===== config.mk =====
export PLATFORM = sky130hd
export DESIGN_NAME = instruction_sequencer
export DESIGN_NICKNAME = d
export VERILOG_FILES = /design/src/rtl/processor_pkg.sv /design/src/rtl/seq_pc_unit.sv /design/src/rtl/instruction_sequencer.sv
export SDC_FILE = /design/constraint.sdc
export NUM_CORES = 1
export LEC_CHECK = 0
export ABC_AREA = 1
export ABC_CLOCK_PERIOD_IN_PS = 4880
export BUFFER_PORTS_ARGS = -buffer_cell sky130_fd_sc_hd__buf_4
export CAP_MARGIN = 5
export CORE_MARGIN = 1
export CORE_UTILIZATION = 50
export DETAILED_ROUTE_END_ITERATION = 6
export PLACE_DENSITY_LB_ADDON = 0.12
export SLEW_MARGIN = 20
export SYNTH_ARGS = -nofsm -noshare
export SYNTH_HDL_FRONTEND = slang
export SYNTH_SLANG_ARGS = --single-unit

===== constraint.sdc =====
create_clock -name clock -period 4.88 [get_ports clock]
set_input_delay 1.22 -clock clock [delete_from_list [all_inputs] [get_ports clock]]
set_output_delay 1.22 -clock clock [all_outputs]
set_load 0.01 [all_outputs]

===== src/rtl/processor_pkg.sv =====
// ============================================================================
// Module   : processor_pkg
// Purpose  : Opcodes, sequencer state encodings and PC-control codes shared
//            by the processor core.
// Revision : 1.0 - initial release
// ============================================================================
`default_nettype none

package processor_pkg;

    localparam int DEFAULT_ADDR_W = 10;

    localparam logic [4:0] OP_HALT = 5'b00101;
    localparam logic [4:0] OP_IN   = 5'b01100;

    localparam logic [2:0] ST_FETCH     = 3'd0;
    localparam logic [2:0] ST_DECODE    = 3'd1;
    localparam logic [2:0] ST_EXECUTE   = 3'd2;
    localparam logic [2:0] ST_WRITEBACK = 3'd3;
    localparam logic [2:0] ST_WAIT_IN   = 3'd4;
    localparam logic [2:0] ST_HALTED    = 3'd5;

    typedef enum logic [1:0] {
        PC_HOLD = 2'd0,
        PC_INC  = 2'd1,
        PC_JUMP = 2'd2
    } pc_op_t;

endpackage

`default_nettype wire


===== src/rtl/seq_pc_unit.sv =====
// ============================================================================
// Module   : seq_pc_unit
// Purpose  : Program-counter register with hold / increment / jump select.
// Revision : 1.0 - initial release
// ============================================================================
`default_nettype none

module seq_pc_unit
    import processor_pkg::*;
#(
    parameter int                ADDR_W   = DEFAULT_ADDR_W,
    parameter logic [ADDR_W-1:0] PC_RESET = '0
) (
    input  logic              clock,
    input  logic              reset,
    input  pc_op_t            pc_op,
    input  logic [ADDR_W-1:0] jump_target,
    output logic [ADDR_W-1:0] pc
);

    logic [ADDR_W-1:0] r_pc;
    logic [ADDR_W-1:0] w_pc_next;

    // Increment wraps naturally at 2^ADDR_W.
    always_comb begin
        w_pc_next = r_pc;
        case (pc_op)
            PC_INC:  w_pc_next = r_pc + {{(ADDR_W-1){1'b0}}, 1'b1};
            PC_JUMP: w_pc_next = jump_target;
            default: w_pc_next = r_pc;
        endcase
    end

    always_ff @(posedge clock or posedge reset) begin
        if (reset) begin
            r_pc <= PC_RESET;
        end else begin
            r_pc <= w_pc_next;
        end
    end

    assign pc = r_pc;

endmodule

`default_nettype wire


===== src/rtl/instruction_sequencer.sv =====
// ============================================================================
// Module   : instruction_sequencer
// Purpose  : Multi-cycle fetch/decode/execute/writeback sequencer with halt
//            and input-wait stalls. Optional macro
//            INSTR_SEQUENCER_RETIRE_COUNT_EN adds a retired-instruction count.
// Revision : 1.0 - initial release
// ============================================================================
`default_nettype none

module instruction_sequencer
    import processor_pkg::*;
#(
    parameter int                ADDR_W   = DEFAULT_ADDR_W,
    parameter logic [ADDR_W-1:0] PC_RESET = '0
) (
    input  logic              clock,
    input  logic              reset,
    input  logic [4:0]        opcode,
    input  logic              pc_selector,
    input  logic              register_write_enabled,
    input  logic              memory_write_enabled,
    input  logic              output_write_enabled,
    input  logic [ADDR_W-1:0] jump_target,
    input  logic              in_valid,
    input  logic              resume,
    output logic [ADDR_W-1:0] pc,
    output logic              ir_load,
    output logic              reg_write_strobe,
    output logic              mem_write_strobe,
    output logic              out_write_strobe,
    output logic              in_ack,
    output logic              halted,
    output logic [2:0]        state
`ifdef INSTR_SEQUENCER_RETIRE_COUNT_EN
    ,
    output logic [31:0]       retired_count
`endif
);

    logic [2:0] r_state;
    logic [2:0] w_next_state;
    pc_op_t     w_pc_op;
    logic       w_ir_load;
    logic       w_reg_strobe;
    logic       w_mem_strobe;
    logic       w_out_strobe;
    logic       w_in_ack;

    always_comb begin
        w_next_state = ST_FETCH;
        w_pc_op      = PC_HOLD;
        w_ir_load    = 1'b0;
        w_reg_strobe = 1'b0;
        w_mem_strobe = 1'b0;
        w_out_strobe = 1'b0;
        w_in_ack     = 1'b0;
        case (r_state)
            ST_FETCH: begin
                w_ir_load    = 1'b1;
                w_next_state = ST_DECODE;
            end
            ST_DECODE: begin
                w_next_state = (opcode == OP_HALT) ? ST_HALTED : ST_EXECUTE;
            end
            ST_EXECUTE: begin
                w_next_state = (opcode == OP_IN) ? ST_WAIT_IN : ST_WRITEBACK;
            end
            ST_WRITEBACK: begin
                w_reg_strobe = register_write_enabled;
                w_mem_strobe = memory_write_enabled;
                w_out_strobe = output_write_enabled;
                w_pc_op      = pc_selector ? PC_JUMP : PC_INC;
                w_next_state = ST_FETCH;
            end
            ST_WAIT_IN: begin
                w_next_state = ST_WAIT_IN;
                if (in_valid) begin
                    w_in_ack     = 1'b1;
                    w_reg_strobe = 1'b1;
                    w_pc_op      = PC_INC;
                    w_next_state = ST_FETCH;
                end
            end
            ST_HALTED: begin
                w_next_state = ST_HALTED;
                if (resume) begin
                    w_pc_op      = PC_INC;
                    w_next_state = ST_FETCH;
                end
            end
            default: begin
                w_next_state = ST_FETCH;
            end
        endcase
    end

    always_ff @(posedge clock or posedge reset) begin
        if (reset) begin
            r_state <= ST_FETCH;
        end else begin
            r_state <= w_next_state;
        end
    end

    seq_pc_unit #(
        .ADDR_W   (ADDR_W),
        .PC_RESET (PC_RESET)
    ) u_pc (
        .clock       (clock),
        .reset       (reset),
        .pc_op       (w_pc_op),
        .jump_target (jump_target),
        .pc          (pc)
    );

    // State is already FETCH while reset is high, so only ir_load needs masking.
    assign ir_load          = w_ir_load & ~reset;
    assign reg_write_strobe = w_reg_strobe;
    assign mem_write_strobe = w_mem_strobe;
    assign out_write_strobe = w_out_strobe;
    assign in_ack           = w_in_ack;
    assign halted           = (r_state == ST_HALTED);
    assign state            = r_state;

`ifdef INSTR_SEQUENCER_RETIRE_COUNT_EN
    logic [31:0] r_retired_count;
    logic        w_retire;

    assign w_retire = (r_state == ST_WRITEBACK)
                    | ((r_state == ST_WAIT_IN) & in_valid)
                    | ((r_state == ST_HALTED) & resume);

    always_ff @(posedge clock or posedge reset) begin
        if (reset) begin
            r_retired_count <= 32'd0;
        end else if (w_retire) begin
            r_retired_count <= r_retired_count + 32'd1;
        end
    end

    assign retired_count = r_retired_count;
`endif

endmodule

`default_nettype wire

==> summary.md <==
| Metric | Value |
|---|---|
| Status | `finished clean` |
| Worst-path clk slew | `0.08 ns` |
| Yosys warnings | `0` |
| Crit share post-route | `59.3%` |
| Die H | `45.6 um` |
| Max_slew headroom | `66.4%` |
| Flop2flop setup slack | `2.68 ns` |
| CTS tree | `done` |
| Area leader, netlist | `dfrtp_1` |
| Site row count | `15` |
| Vias | `1068` |
| Clk_lat worst skew | `0.27 ns` |
| Critical Path RT | `3.66 ns` |
| Startpoint Class | `input pin` |
| Number of global-route vias before repair | `981` |
| Longest Clk Path Bufs | `2` |
| Fin area | `0.00128 mm^2` |
| Worst path depth | `4` |
| Area after DPL | `0.00126 mm^2` |
| Critical-path cell list | `buf_4, nand3_1, o21ai_0, buf_4` |
| Nets | `217` |
| RSZ-0062 raised after global routing | `no` |
| Ys async rst share | `100%` |
| Ys flop type | `dfrtp_1` |
| CTS Sinks | `13` |
| Hold Crit Start | `u_pc.pc[9]$_DFFE_PP0P_` |
| R2R cell count | `11` |
| MaxCap Viol Count | `0` |
| Setup TNS | `0 ns` |
| Final min period | `2.89 ns` |
| Ant. Diodes | `0` |
| Detail Route Antenna Nets | `0` |
| Hold Path End | `u_pc.pc[9]$_DFFE_PP0P_` |
| Cells after Synth | `149` |
| First-pass detailed-route iteration total | `4` |
| RD Place Congestion | `0.827` |
| R2R Path End | `u_pc.pc[8]$_DFFE_PP0P_` |
| Max-slew violations | `0` |
| Crit-path max FO | `3` |
| Commonest non-fill, non-tap cell in the layout | `buf_4` |
| Die width | `45.6 um` |
| PwrDens | `523 mW/mm^2` |
| HP Class | `reg2reg` |
| Mean Syn Cell Area | `6.37 um^2` |
| I/O pins | `42` |
| Num CTS Buffers | `3` |
| Final setup fails | `0` |
| Via/cell ratio | `4.94` |
| Leak | `0.728 nW` |
| Post-CTS Setup Inserts | `0` |
| #FFs+latches synth | `13` |
| P&R area growth vs syn | `35.0%` |
| Total track usage | `25.2%` |
| Largest net degree at the start of global routing | `15` |
| EDFF count, synth | `0` |
| Hold Vio Cnt, Final | `0` |
| H-tree levels | `1` |
| Critical path's slowest cell | `buf_4` |
| I/O Buffers | `41` |
| Post-synth net total | `174` |
| Hold path cells | `2` |
| Dominant cells by area after synthesis | `dfrtp_1 34%, nand2_1 13%, inv_1 11%` |
| Hold Buf Count CTS | `0` |
| Starting Density | `54.4%` |
| Worst-margin pin slew | `0.503 ns` |
| WP data arrival | `1.67 ns` |
| # DRC | `0` |
| Register area share after synthesis | `34.3%` |
| Drt initial violations | `10` |
| Initial antenna violation count | `0` |
| RR Startpoint | `state[2]$_DFF_PP0_` |
| Total die area | `0.00208 mm^2` |
| # resized after CTS | `0` |
| Clock root buffer | `clkbuf_4` |
| Critical path's top delay family | `buffers and inverters` |
| Peak Freq | `346 MHz` |
| Core Region | `0.00175 mm^2` |
| Skew final | `0.000625 ns` |
| Max VDD drop | `0.295 mV` |
| First-pass GRT wire length | `3770 um` |
| Dpl hpwl | `1840 um` |
| Worst path max stage delay | `0.15 ns` |
| Most used cell, CP | `buf_4` |
| Layout cells sized above 1 | `24.1%` |
| Syn Std Cell Area | `950 um^2` |
| Final wirelength | `2280 um` |
| Total gr overflow | `0` |
| CP Buf/Inv Count | `2` |
| CP endpoint kind | `output pin` |
| Yosys cell types | `21` |
| Post-synth top area share | `34.3%` |
| DR WL/cell | `10.6 um` |
| Most frequent cells in the layout | `41 x buf_4, 32 x nand2_1, 29 x inv_1` |
| Crit Path Class | `in2out` |
[registers in the layout, indices dropped and copies added (netlist names)]
signal   count
u_pc.pc     10
state        3
[through the flow]
stage          hold slack (ns)  setup WS (ns)  total power, mW  std cells  utilization [%]
2_1_floorplan            0.541           2.09            0.461        149                -
3_3_place_gp             0.508           2.00            0.588        212             72.0
3_5_place_dp             0.521           1.97            0.605        212             72.0
4_1_cts                  0.542           1.99            0.673        216             73.5
5_1_grt                  0.577           1.94            0.735        216             73.5
6_report                 0.540           1.99            0.670        216             73.5
[routing by layer]
layer	GRT usage (%)	part of all wire [%]
met3	4.37	4.9
met1	27.5	39
met4	12.1	1.7
met5	0	0
met2	46.3	54
[cell type report]
cell class / count / area [um^2]
Clock buffer: 4 / 26.3
Fill cell: 154 / 463
Inverter: 30 / 113
Multi-Input combinational cell: 103 / 479
Sequential cell: 13 / 325
Tap cell: 25 / 31.3
Timing Repair Buffer: 41 / 308
[cell usage after synthesis, types with 2 or more instances]
cell type,count
nand2_1,32
inv_1,29
nor2_1,18
nand3_1,14
dfrtp_1,13
a21oi_1,12
o21ai_0,12
nor3_1,4
clkbuf_8,2
ha_1,2
[worst max path at each step]
stage	startpoint	endpoint	slack (ns)
after global placement	in_valid	reg_write_strobe	2.00
final	in_valid	reg_write_strobe	1.99
after floorplan	reset	ir_load	2.09
after detailed placement	in_valid	u_pc.pc[8]$_DFFE_PP0P_	1.97
after CTS	in_valid	reg_write_strobe	1.99
after global routing	in_valid	reg_write_strobe	1.94
[cells by family after synthesis]
group                    count (synthesis)  synth area share, %
flip-flops                              13                 34.3
AO/OA/AOI/OAI                           27                 14.5
buffers and inverters                   33                 15.3
adder cells (fa/ha/maj)                  2                 2.63
AND/OR/NAND/NOR                         74                 33.3
[power breakdown]
part / leakage [nW] / internal [mW] / switching, mW
clock: 0.0150 / 0.0317 / 0.0368
sequential: 0.155 / 0.158 / 0.0667
combinational: 0.558 / 0.166 / 0.211
total: 0.728 / 0.356 / 0.315
[worst min-delay path: stages, from the launching register on]
cell	delay [ns]
dfrtp_1	0.39
nand2_1	0.06
nand2_1	0.06
No activity file was read; power rests on OpenSTA's default activity.
